==> config.mk <==
export PLATFORM = sky130hd
export DESIGN_NAME = seq_prio_encoder
export DESIGN_NICKNAME = d
export VERILOG_FILES = /design/src/rtl/seq_prio_encoder_pkg.sv /design/src/rtl/seq_prio_encoder_enc_pick.sv /design/src/rtl/seq_prio_encoder.sv
export SDC_FILE = /design/constraint.sdc
export NUM_CORES = 1
export LEC_CHECK = 0
export BUFFER_PORTS_ARGS = -buffer_cell sky130_fd_sc_hd__buf_2
export CAP_MARGIN = 25
export CORE_MARGIN = 2
export CORE_UTILIZATION = 50
export DETAILED_ROUTE_END_ITERATION = 10
export PLACE_DENSITY = 0.89
export SKIP_LAST_GASP = 1
export SYNTH_ARGS = -nofsm -noshare
export SYNTH_HDL_FRONTEND = slang
export SYNTH_SLANG_ARGS = --single-unit
==> constraint.sdc <==
create_clock -name clk -period 4.1 [get_ports clk]
set_clock_uncertainty 0.1 [all_clocks]
set_input_delay 0.615 -clock clk [delete_from_list [all_inputs] [get_ports clk]]
set_output_delay 0.615 -clock clk [all_outputs]
set_load 0.005 [all_outputs]
==> src/rtl/seq_prio_encoder_pkg.sv <==
// Shared definitions for the sequential priority encoder: the index-width
// helper and the selection-mode constants.
package seq_prio_encoder_pkg;

   localparam int MODE_FIXED = 0;   // highest set index wins
   localparam int MODE_RR    = 1;   // round-robin starting after the last grant

   // Smallest r with 2**r >= value; used to size the encoded index.
   function automatic int clog2(input int value);
      int r;
      r = 0;
      while ((1 << r) < value) r++;
      return r;
   endfunction

endpackage

==> src/rtl/seq_prio_encoder_enc_pick.sv <==
// Combinational selector: picks one index from the candidate vector, either
// by fixed priority (highest index) or round-robin (first set bit above ptr,
// wrapping), and reports whether any / more than one candidate exists.
module enc_pick
   import seq_prio_encoder_pkg::*;
#(
   parameter  int N       = 8,
   parameter  int RR_MODE = MODE_FIXED,
   localparam int W       = clog2(N)
) (
   input  logic [N-1:0] cand,
   input  logic [W-1:0] ptr,
   output logic [W-1:0] sel,
   output logic         any,
   output logic         multi
);

   // Select one candidate and flag the any/multi conditions.
   always_comb begin
      // NOTE: every output gets a default before any conditional write so no latch is inferred.
      sel   = '0;
      any   = |cand;
      multi = (cand & (cand - N'(1))) != '0;
      if (RR_MODE == MODE_RR) begin
         // Wrapped region (index <= ptr) is scanned first so that any hit
         // above ptr overrides it; each loop leaves its lowest hit in sel.
         for (int i = N - 1; i >= 0; i--)
            if (cand[i] && (i <= int'(ptr))) sel = W'(i);
         for (int i = N - 1; i >= 0; i--)
            if (cand[i] && (i > int'(ptr))) sel = W'(i);
      end else begin
         // Ascending scan: the last (highest) set bit is kept.
         for (int i = 0; i < N; i++)
            if (cand[i]) sel = W'(i);
      end
   end

endmodule

==> src/rtl/seq_prio_encoder.sv <==
// Registered priority encoder: latches request lines as pending flags and
// presents one encoded index at a time on a valid/ready output channel.
module seq_prio_encoder
   import seq_prio_encoder_pkg::*;
#(
   parameter  int N       = 8,
   parameter  int RR_MODE = MODE_FIXED,
   localparam int W       = clog2(N)
) (
   input  logic         clk,
   input  logic         rst_n,
   input  logic [N-1:0] req,
   input  logic         flush,
   output logic         out_valid,
   input  logic         out_ready,
   output logic [W-1:0] out_index,
   output logic         out_multi,
   output logic [N-1:0] pending_o,
   output logic         idle
);

   logic [N-1:0] r_pending;
   logic         r_out_valid;
   logic [W-1:0] r_out_index;
   logic         r_out_multi;
   logic [W-1:0] r_ptr;

   logic [N-1:0] w_cand;
   logic [W-1:0] w_sel;
   logic         w_any;
   logic         w_multi;
   logic         w_load;

   // New requests are visible in the same cycle they arrive.
   assign w_cand = r_pending | req;

   // Load whenever the output slot is free or being drained this cycle.
   assign w_load = (!r_out_valid || out_ready) && w_any && !flush;

   enc_pick #(
      .N       (N),
      .RR_MODE (RR_MODE)
   ) u_pick (
      .cand  (w_cand),
      .ptr   (r_ptr),
      .sel   (w_sel),
      .any   (w_any),
      .multi (w_multi)
   );

   // Pending flags, output register and round-robin pointer.
   always_ff @(posedge clk or negedge rst_n) begin
      // NOTE: state is updated with non-blocking assignments so every register samples pre-edge values.
      if (!rst_n) begin
         r_pending   <= '0;
         r_out_valid <= 1'b0;
         r_out_index <= '0;
         r_out_multi <= 1'b0;
         r_ptr       <= W'(N - 1);
      end else if (flush) begin
         // Requests arriving in the flush cycle are dropped; ptr and index stay.
         r_pending   <= '0;
         r_out_valid <= 1'b0;
         r_out_multi <= 1'b0;
      end else if (w_load) begin
         r_out_index <= w_sel;
         r_out_valid <= 1'b1;
         r_out_multi <= w_multi;
         r_pending   <= w_cand & ~(N'(1) << w_sel);
         if (RR_MODE == MODE_RR) r_ptr <= w_sel;
      end else begin
         r_pending <= w_cand;
         if (r_out_valid && out_ready) r_out_valid <= 1'b0;
      end
   end

   assign out_valid = r_out_valid;
   assign out_index = r_out_index;
   assign out_multi = r_out_multi;
   assign pending_o = r_pending;
   assign idle      = (r_pending == '0) && !r_out_valid;

endmodule
; After elaboration in Yosys (flattened, before gate mapping)
; Cells that the tools add are included.
[totals]
regBits = 13
memories = 0
latch_bits = 0
mem_bits_rw = 0
romBits = 0
word_cells = 38
input_bits = 12
[op_classes]
n_mux = 14
magnitude_cmp = 0
multipliers = 0
n_shift = 1
bitwise = 5
n_div = 0
reduce_logical = 13
eq_ne = 0
n_addsub = 1
[op_table]
columns = op, count
row1 = $and A8 B8 Y8, 2
row2 = $mux W8, 2
row3 = $mux W3, 4
row4 = $logic_not A8 Y1, 1
row5 = $not A8 Y8, 1
row6 = $or A8 B8 Y8, 1
row7 = $reduce_bool A8 Y1, 1
row8 = $reduce_or A8 Y1, 1
row9 = $shl A1 B3 Y8 const A, 1
row10 = $sub A8 B1 Y8 const B, 1
row11 = $mux W1, 6
row12 = $logic_and A1 B1 Y1, 4
row13 = $mux W2, 2
row14 = $reduce_bool A3 Y1, 1
row15 = $logic_not A1 Y1, 2
row16 = $reduce_and A2 Y1, 1
row17 = $reduce_bool A2 Y1, 1
row18 = $logic_or A1 B1 Y1, 1
row19 = $not A1 Y1, 1

; Depth between registers and ports, before layout
[logic_depth]
depth_word = 13
mapped_depth = 4
ltp_nobuf = 4

; Modules after synthesis
; Synthesis repeated with hierarchy kept, for this count alone.
[unflattened]
hier_cells = 80
area_unflattened_um2 = 724.4
[modules_own_cells]
columns = module, area_per_inst_um2, cells_each, seq_area_each_um2, n_inst
row1 = seq_prio_encoder, 596.8, 59, 325.3, 1
row2 = enc_pick, 127.6, 21, 0.0, 1

; Least setup slack after synthesis
; OpenSTA, ideal clock, no wires.
[synth_path]
path_type = in2reg
startpoint = input req[3]
endpoint = register r_out_index[0], in the netlist out_index[0]
n_path_buf = 0
cell_stages = 4
setup_slack_ns = 2.223
required_time_ns = 3.875
arrival_time_ns = 1.652
path_cell_list = nor4_4 -> a41oi_2 -> nor2b_4 -> mux2_4
[synth_via]
elab_chain_cells = 6
word_cells_on_any_way = 10
[synth_lines]
columns = item, line_no
row1 = "start, declared", seq_prio_encoder.sv:12  ; input logic [N-1:0] req,
row2 = $or A8 B8 Y8 *, seq_prio_encoder.sv:35  ; assign w_cand = r_pending | req;
row3 = $mux W2, seq_prio_encoder_enc_pick.sv:34  ; if (cand[i]) sel = W'(i);
row4 = $mux W3 (4 in series), seq_prio_encoder_enc_pick.sv:34
row5 = "end signal, assigned", seq_prio_encoder.sv:66  ; r_out_index <= w_sel;
row6 = "end, declared", seq_prio_encoder.sv:24  ; logic [W-1:0] r_out_index;
; Every way passes the cells marked *; elsewhere a longest branch is shown, timed or not.
; A chain may end at the register's enable or synchronous reset.

; Worst setup path after layout
[layout_path]
startpoint = register r_pending[0], in the netlist pending_o[0]
endpoint = output idle
[layout_via]
elab_chain_cells = 2
[layout_lines]
columns = item, line_no
row1 = "start, declared", seq_prio_encoder.sv:22  ; logic [N-1:0] r_pending;
row2 = "start signal, assigned", seq_prio_encoder.sv:69  ; r_pending <= w_cand & ~(N'(1) << w_sel);
row3 = "start signal, assigned", seq_prio_encoder.sv:72  ; r_pending <= w_cand;
row4 = $logic_not A8 Y1, seq_prio_encoder.sv:81  ; assign idle = (r_pending == '0) && !r_out_valid;
row5 = $logic_and A1 B1 Y1, seq_prio_encoder.sv:81
row6 = "end, declared", seq_prio_encoder.sv:19  ; output logic idle
; No other way between the ends.

==> results.env <==
CPMAXSTAGEDELAYCELL='sky130_fd_sc_hd__dfrtp_1'
LARGEST_STAGE_DELAY_ON_THE_CRITICAL_PATH_PS=440
BUFFER_PORTS.INSERTED=25
WHS_PS=107
CRITICAL_PATH_PEAK_FANOUT=4
DIE_AREA_MM2=0.00176
NUM_ANTENNA_CELLS=0
WORSTMARGINPINSLEW_PS=462
FINAL.FILL_COUNT=114
FIN_UTIL=0.673
ENDPOINT_KIND='primary output'
HPWL_AFTER_DETAILED_PLACEMENT_MM=1.33
CORE_REGION_AREA_MM2=0.00132
GRT_START_MAX_NET_PINS=14
FINALWEIGHTEDCONGESTION=0.881
SETUP.WORST_PATH.CLASS='flop to primary output'
FIRST_GLOBAL_VIAS=674
HOLD_BUFFERS=0
GRT_OVERFLOW_TOTAL=0
FINAL_NETS=105
FINALWIRELENGTH_MM=1.69
WORSTPATHREQUIRED_PS=3380
GLOBAL_ROUTE.USAGE.TOTAL=0.220
START_UTIL=0.547
CTSLONGESTPATHBUFFERS=2
CRITICAL_PATH_ARRIVAL_PS=1420
DRT-WIRELENGTH-PER-CELL_UM=15.8
POST_CTS.REPAIR.SETUP_BUFFERS=0
YS_SEQ_AREA_FRAC=0.451
CRIT_PATH_FREQUENT_CELL='sky130_fd_sc_hd__nor4_1'
CTS.ROOT.BUFFER_CELL='sky130_fd_sc_hd__clkbuf_4'
VIA_COUNT=678
POST_ROUTE_CELLS_DRIVE_ABOVE_1_SHARE=0.402
CLOCK.FMAX_MHz=469
YOSYS_WARNINGS=0
YOSYS.CELL_TYPES.COUNT=23
TOTAL_STANDARD_CELL_AREA_AFTER_SYNTHESIS_UM2=721
CTS_TREE='yes'
PRECTSSETUPSLACK_PS=1940
SYN-INSTANCE-COUNT=64
ANTENNA_VIOLATING_NETS_POST_ROUTE=0
POST_CTS.RESIZED_INSTANCES=0
RSZ_0062_RAISED_AFTER_GLOBAL_ROUTING='no'
TIMING.MAX_SLEW.REL_SLACK=0.690
HOLD_PATH_CLASS='primary input to asynchronous set/reset pin'
DRT_ITER0_MARKERS=11
SINK_COUNT_OF_THE_CLOCK_TREE=13
CLK-INSERTION-DELAY-LATE_PS=280
MAXSLEWVIOLCOUNT=0
IRDROPWORSTVDD_uV=246
SETUP_TOTAL_NEGATIVE_SLACK_PS=0
POSTSYNTHREGISTERBITS=13
IO-PIN-COUNT=26
POST_DRT_VIA_CELL_RATIO=6.34
STATUS='complete, no violations'
MAX_CAP_VIOL_COUNT=0
SYN2LAYOUT_AREA_GROWTH_PCT=23.1
DIE_HEIGHT_UM=42.0
POST_SYNTH.CELL_AREA_AVG_UM2=11.3
SETUP.WORST_PATH.START_CLASS='flop'
PERIOD_SHARE=0.521
HOLD_VIOL_FINAL=0
REPORT.FINAL.SETUP_VIOL=0
GRT_FIRST_PASS_WIRELENGTH_MM=2.91
POWER_DENSITY_mW_PER_MM2=325
TIMING.FINAL.WS_SETUP_PS=1970
CLOCK_H_TREE_LEVELS=1
ANTENNA_FOUND_INITIAL=0
FINAL.MIN_CLOCK_PERIOD_PS=2130
CTS.REPORTEDPATHS.CLKPINSLEW_PS=80
POST-ROUTE-DRC-COUNT=0
SYNTHESIS.NETS=76
TOTAL_LEAKAGE_POWER_uW=0.000379
CHIPWIDTH_UM=42.0
DRT-PASS1-ITER-COUNT=4
CP_CELL_SEQUENCE='nor4_1 > nand2_1 > nor4_1 > buf_2'
CTS_INSERTED_BUFFERS=3
STD_CELL_ROWS=13
[cell families (layout without fill, tap and decap cells)]
family / count (synthesis) / count (layout) / share of synthesized area
and+or+nand+nor: 27 / 27 / 0.257
AOI/OAI and AO/OA: 20 / 20 / 0.224
DFF: 13 / 13 / 0.451
muxes: 3 / 3 / 0.0625
buffers and inverters: 1 / 29 / 0.00520
[report_power, final]
| part | switching (µW) | total [µW] | internal [µW] | leakage (µW) |
|---|---|---|---|---|
| logic | 31.9 | 59.5 | 27.6 | 0.000209 |
| registers | 11.0 | 148 | 137 | 0.000155 |
| clock network | 42.5 | 80.4 | 37.8 | 0.0000150 |
| total | 85.4 | 288 | 203 | 0.000379 |
[metal layers]
metal  global-route usage  vias up  wire length (µm)
met2                0.356       32               806
met5                    0        -                 0
met4                0.135        0                48
met3               0.0304        7               125
met1                0.275      328               707
li1                     -      311                 -
[metrics by stage]
step                total power [µW]  cells  cell area, µm²
finish                           288    107             887
global route                     303    107             887
CTS                              289    107             887
detailed placement               211    103             861
global placement                 208    103             861
floorplan                        182     64             721
[layout by cell type, fill, tap and decap left out, drive strengths merged]
| cell | Yosys | layout |
|---|---|---|
| nor2b | 2 | 2 |
| nand2 | 4 | 4 |
| nor2 | 12 | 12 |
| o22ai | 2 | 2 |
| nand2b | 1 | 1 |
| buf | 0 | 25 |
| o31ai | 1 | 1 |
| a22o | 1 | 1 |
| o31a | 2 | 2 |
| o21ai | 2 | 2 |
| o211ai | 1 | 1 |
| clkbuf | 1 | 4 |
| a41oi | 1 | 1 |
| nor3 | 2 | 2 |
| dfrtp | 13 | 13 |
| a311oi | 4 | 4 |
| a31oi | 1 | 1 |
| a211oi | 4 | 4 |
| mux2 | 3 | 3 |
| nor4 | 6 | 6 |
| a32o | 1 | 1 |
[path summary, 6_finish.rpt]
path / start / to / slack, ps / cells past startpoint
worst max-delay path: pending_o[0] / idle / 1970 / 4
worst min-delay path: rst_n / pending_o[0] / 110 / 1
worst max register to register: pending_o[3] / out_index[0] / 2270 / 4
worst min register to register: out_index[2] / out_index[2] / 420 / 1
max in group asynchronous: rst_n / out_index[1] / 3560 / 1
min in group clk: out_index[2] / out_index[2] / 420 / 1
[cell usage after synthesis]
| master | n | share of area |
|---|---|---|
| sky130_fd_sc_hd__dfrtp_1 | 13 | 0.45 |
| sky130_fd_sc_hd__nor2_1 | 12 | 0.062 |
| sky130_fd_sc_hd__a211oi_1 | 4 | 0.042 |
| sky130_fd_sc_hd__a311oi_1 | 4 | 0.049 |
| sky130_fd_sc_hd__nand2_1 | 4 | 0.021 |
| sky130_fd_sc_hd__mux2_4 | 3 | 0.062 |
| sky130_fd_sc_hd__nor4_4 | 3 | 0.089 |
| sky130_fd_sc_hd__nor3_1 | 2 | 0.014 |
| sky130_fd_sc_hd__nor4_1 | 2 | 0.017 |
| sky130_fd_sc_hd__o21ai_0 | 2 | 0.014 |
| sky130_fd_sc_hd__o22ai_1 | 2 | 0.017 |
| sky130_fd_sc_hd__o31a_1 | 2 | 0.024 |
| sky130_fd_sc_hd__a22o_1 | 1 | 0.012 |
| sky130_fd_sc_hd__a31oi_1 | 1 | 0.0087 |
| sky130_fd_sc_hd__a32o_1 | 1 | 0.014 |
| sky130_fd_sc_hd__a41oi_2 | 1 | 0.023 |
| sky130_fd_sc_hd__clkbuf_1 | 1 | 0.0052 |
| sky130_fd_sc_hd__nand2b_1 | 1 | 0.0087 |
| sky130_fd_sc_hd__nor2b_1 | 1 | 0.0087 |
| sky130_fd_sc_hd__nor2b_4 | 1 | 0.019 |
| sky130_fd_sc_hd__nor4_2 | 1 | 0.017 |
| sky130_fd_sc_hd__o211ai_1 | 1 | 0.010 |
| sky130_fd_sc_hd__o31ai_1 | 1 | 0.010 |
[sequential cells by signal, summed over array words and instances (netlist names)]
register / cells
out_valid: 1
out_index: 3
pending_o: 8
out_multi: 1
[area by class of cell]
type	count	area [µm²]	area share
Multi-Input combinational cell	50	392	0.441
Sequential cell	13	325	0.367
Timing Repair Buffer	25	125	0.141
Clock buffer	4	26.3	0.0296
Tap cell	15	18.8	0.0212
[worst max-delay path: cells and delay by family, from the launching register on]
family | cells | cell delay, ps
buffers and inverters | 1 | 150
DFF | 1 | 440
and+or+nand+nor | 3 | 550
(Power assumes the default switching activity.)
